$ cat src/rtl/ls_counter_pkg.sv
// Shared constants and helpers for the lab counter/timer library.
// Digit-level definitions used by the cascadable 4-bit counter stages.
package ls_counter_pkg;

    localparam int         DIGIT_W    = 4;
    localparam logic [3:0] DIGIT_ZERO = 4'h0;
    localparam logic [3:0] DIGIT_MAX  = 4'hF;

    // Next value of a digit on a count-down step: borrow into wrap_value at zero.
    function automatic logic [DIGIT_W-1:0] digit_dec(
        input logic [DIGIT_W-1:0] value,
        input logic [DIGIT_W-1:0] wrap_value
    );
        if (value == DIGIT_ZERO)
            digit_dec = wrap_value;
        else
            digit_dec = value - 4'd1;
    endfunction

endpackage

$ cat src/rtl/ls_down_stage.sv
// One 4-bit stage of the cascadable down-counter.
// The wrap value is supplied by the parent so that auto-reload can act on the full word.
module ls_down_stage
    import ls_counter_pkg::*;
(
    input  logic               CLK,
    input  logic               CLR,
    input  logic               load,
    input  logic [DIGIT_W-1:0] load_data,
    input  logic               count_en,
    input  logic [DIGIT_W-1:0] wrap_value,
    output logic [DIGIT_W-1:0] Q,
    output logic               zero
);

    always_ff @(posedge CLK) begin
        if (CLR)
            Q <= DIGIT_ZERO;
        else if (load)
            Q <= load_data;
        else if (count_en)
            Q <= digit_dec(Q, wrap_value);
    end

    assign zero = (Q == DIGIT_ZERO);

endmodule

$ cat src/rtl/ls_down_counter_chain.sv
// Cascadable binary down-counter with parallel load, ENP/ENT enables,
// ripple borrow output and optional auto-reload from the last loaded value.
module ls_down_counter_chain
    import ls_counter_pkg::*;
#(
    parameter int DIGITS = 2
)(
    input  logic                      CLK,
    input  logic                      CLR,
    input  logic [DIGIT_W*DIGITS-1:0] D,
    input  logic                      LOAD_n,
    input  logic                      ENP,
    input  logic                      ENT,
    input  logic                      RELOAD_EN,
    output logic [DIGIT_W*DIGITS-1:0] Q,
    output logic                      RBO,
    output logic                      ZERO,
    output logic                      DONE
);

    localparam int WIDTH = DIGIT_W * DIGITS;

    logic [WIDTH-1:0]  rld;
    logic [WIDTH-1:0]  wrap_word;
    logic [DIGITS-1:0] stage_zero;
    logic [DIGITS-1:0] stage_en;
    logic              count_edge;
    logic              word_zero;
    logic              q_is_one;

    assign count_edge = LOAD_n & ENP & ENT;
    assign word_zero  = &stage_zero;
    assign q_is_one   = (Q == WIDTH'(1));

    // Only the all-zero word reloads; any other zero digit simply borrows to F.
    assign wrap_word = (word_zero && RELOAD_EN) ? rld : {WIDTH{1'b1}};

    genvar k;
    generate
        for (k = 0; k < DIGITS; k++) begin : g_stage
            if (k == 0) begin : g_first
                assign stage_en[k] = count_edge;
            end else begin : g_upper
                assign stage_en[k] = count_edge & (&stage_zero[k-1:0]);
            end

            ls_down_stage u_stage (
                .CLK        (CLK),
                .CLR        (CLR),
                .load       (~LOAD_n),
                .load_data  (D[k*DIGIT_W +: DIGIT_W]),
                .count_en   (stage_en[k]),
                .wrap_value (wrap_word[k*DIGIT_W +: DIGIT_W]),
                .Q          (Q[k*DIGIT_W +: DIGIT_W]),
                .zero       (stage_zero[k])
            );
        end
    endgenerate

    always_ff @(posedge CLK) begin
        if (CLR)
            rld <= '0;
        else if (!LOAD_n)
            rld <= D;
    end

    // DONE marks the count step that lands on zero, registered alongside Q.
    always_ff @(posedge CLK) begin
        if (CLR)
            DONE <= 1'b0;
        else
            DONE <= count_edge & q_is_one;
    end

    assign ZERO = word_zero;
    assign RBO  = ENT & word_zero;

endmodule
$ cat config.mk
export PLATFORM = sky130hd
export DESIGN_NAME = ls_down_counter_chain
export DESIGN_NICKNAME = d
export VERILOG_FILES = /design/src/rtl/ls_counter_pkg.sv /design/src/rtl/ls_down_stage.sv /design/src/rtl/ls_down_counter_chain.sv
export SDC_FILE = /design/constraint.sdc
export NUM_CORES = 1
export LEC_CHECK = 0
export ABC_AREA = 1
export BUFFER_PORTS_ARGS = -buffer_cell sky130_fd_sc_hd__buf_2
export CAP_MARGIN = 20
export CORE_UTILIZATION = 47
export DETAILED_ROUTE_END_ITERATION = 12
export HOLD_SLACK_MARGIN = 0.05
export PLACE_DENSITY = 0.7
export SLEW_MARGIN = 20
export SYNTH_ARGS = -nofsm -noshare
export SYNTH_HDL_FRONTEND = slang
export SYNTH_HIERARCHICAL = 1
export SYNTH_SLANG_ARGS = --single-unit
$ cat constraint.sdc
create_clock -name CLK -period 1.85 [get_ports CLK]
set_clock_uncertainty 0.2 [all_clocks]
set_input_delay 0.0925 -clock CLK [delete_from_list [all_inputs] [get_ports CLK]]
set_output_delay 0.0925 -clock CLK [all_outputs]
set_load 0.05 [all_outputs]
==> flow_summary.yaml <==
outcome:
  status: "finished, final reports clean"
final_layout:
  finalNetCount: 223
  area_delta_synth_final_pct: 44.2
  utilization: 0.748
  antenna_cells: 0
  fin_cells: 233
  drive_above_1_share: 0.354
  fillers: 155
floorplanning:
  core_area_mm2: 0.00204
  die_w_um: 49.5
  ios: 25
  die_h_um: 49.5
  dieArea_mm2: 0.00245
  row_count: 16
  start_util: 0.518
logic_synthesis:
  yosysSeqAreaShare: 0.322
  synth_warnings: 6
  ys_types: 17
  syn-instance-count: 155
  syn_nets: 171
  synth_seq_cells: 17
  synth.avg_cell_area_um2: 6.83
  netlist_area_mm2: 0.00106
sta:
  final_hold_viol_count: 0
  hold_slack_ps: 75.4
  timing.fmax_ghz: 0.560
  final.min_clock_period_ps: 1790
  worstMarginPinSlew_ps: 585
  setup_viol: 0
  slew_headroom: 0.609
  fin_crit_sh: 0.965
  final-max-slew-violation-count: 0
setup_path:
  reg2regPathDepth: 9
  crit_fanout: 4
  worstSetupPathType: "reg -> reg"
  required_ps: 1820
  endpoint_kind: "flop"
  critPathLaunchType: "flop"
  rrSetupSlack_ps: 60
  arrival_ps: 1750
clock_network:
  tritoncts: "built"
  numCtsBuffers: 3
  clock_sinks: 17
  clockRootBuffer: "clkbuf_4"
  insertion_delay_ps: 290
  htreeDepth: 1
  cts.path.max_buffers: 2
  cts.clk_slew.worst_paths_ps: 100
global_routing:
  grt_usage: 0.240
  grt_pass1_wl_um: 4600
  grt_pass1_vias: 1055
  grt_remaining_overflow: 0
  antenna_found_initial: 0
  grt_max_degree: 18
route:
  drtIter0Drc: 53
  vias_per_cell: 5.06
  first_pass_iters: 4
  antenna_left: 0
  wl_per_cell_um: 12.4
  num_vias: 1178
  totalWireLength_um: 2880
  drc: 0
place:
  io_buffer_count: 24
  dp_hpwl_um: 1890
  placed_cells: 209
  gp_congestion: 0.892
pwr:
  powerDensity_mw_per_mm2: 638
  power_w: 0.000974
  p_leak_nw: 0.729
  ir_worst_vdd_mv: 0.363
worst_hold_path:
  min_path_type: "in -> reg"
  min_path_cells: 3
job:
  drv_cap: 0
[area by class of cell]
type	count	area, um^2	share of cell area
clock buffer	4	26.3	0.0172
timing repair buffer	50	359	0.235
inverter	33	124	0.0811
tap	27	33.8	0.0221
sequential	17	345	0.226
multi-input combinational	102	638	0.418
[metal layers]
layer  vias up  wire [um]  GRT usage
li1        587          -          -
met1       551       1390      0.339
met2        36       1340      0.370
met3         4        143     0.0309
met4         0         12     0.0905
met5         -          0          0
[report_power, final]
| group | internal, W | leakage [nW] | switching (W) |
|---|---|---|---|
| Clock | 0.0000838 | 0.0150 | 0.000122 |
| Sequential | 0.000391 | 0.142 | 0.0000151 |
| Combinational | 0.000143 | 0.571 | 0.000219 |
[flip-flops by register name, indices dropped and copies added (netlist names)]
signal             count
g_stage.u_stage/Q      8
DONE                   1
rld                    8
[worst paths after layout]
check                               start                 endpoint
setup / recovery  g_stage[0].u_stage/Q[0]  g_stage[1].u_stage/Q[2]
hold / removal                     LOAD_n                   rld[3]
setup reg to reg  g_stage[0].u_stage/Q[0]  g_stage[1].u_stage/Q[2]
hold reg to reg                    rld[3]                   rld[3]
[cell families after synthesis]
| kind of cell | after synthesis | synth area share |
|---|---|---|
| buf+inv | 36 | 0.147 |
| simple gates | 74 | 0.310 |
| fa+ha+maj | 2 | 0.0236 |
| flops | 17 | 0.322 |
| compound gates | 26 | 0.199 |
[placed cells by master (no fill, tap or decap), types with 6 or more instances in the layout]
cell / instances
a211oi_2: 8
a21oi_1: 7
a22oi_1: 7
buf_2: 22
buf_4: 13
dfxtp_1: 13
dlygate4sd3_1: 14
inv_1: 29
nand2_1: 30
nand3_1: 11
nor2_1: 19
nor2_4: 6
[worst max-delay path: stages (launching register included)]
cell and delay [ps]:
dfxtp_2 340, inv_2 70, ha_4 140, nand2_4 50, nor2_4 150, nor3b_4 240, buf_4 150, nor2_4 40
a22oi_1 190, a21oi_1 100
[stage by stage]
stage          instance area, um^2  setup TNS, ps  worst slack (ps)
6_report                      1530              0              64.7
5_1_grt                       1530          -1.37             -1.37
4_1_cts                       1420              0             0.198
3_5_place_dp                  1240           -110             -41.1
3_3_place_gp                  1240          -4.30             -4.30
2_1_floorplan                 1070          -74.8             -74.8
[cells in the mapped netlist]
master	number	share of area
nand2_2	1	0.0059
ha_1	2	0.024
buf_8	1	0.014
nor2_4	2	0.021
nor2_1	20	0.071
nor2_2	6	0.035
dfxtp_1	17	0.32
a22oi_1	8	0.057
nor3b_1	1	0.0071
buf_2	1	0.0047
o21ai_0	2	0.0095
buf_6	1	0.011
inv_1	33	0.12
a21oi_1	8	0.038
nand2_1	33	0.12
nand3_1	11	0.052
a211oi_2	8	0.095
[repair_timing]
action / CTS / global route
hold endpoints to repair: 17 / 0
hold buffers: 14 / 0
pin swaps: 2 / 7
setup endpoints to repair: 10 / 10
buffers inserted: 0 / 6
resized for setup: 8 / 16
Power figures use the tool's default switching activity.
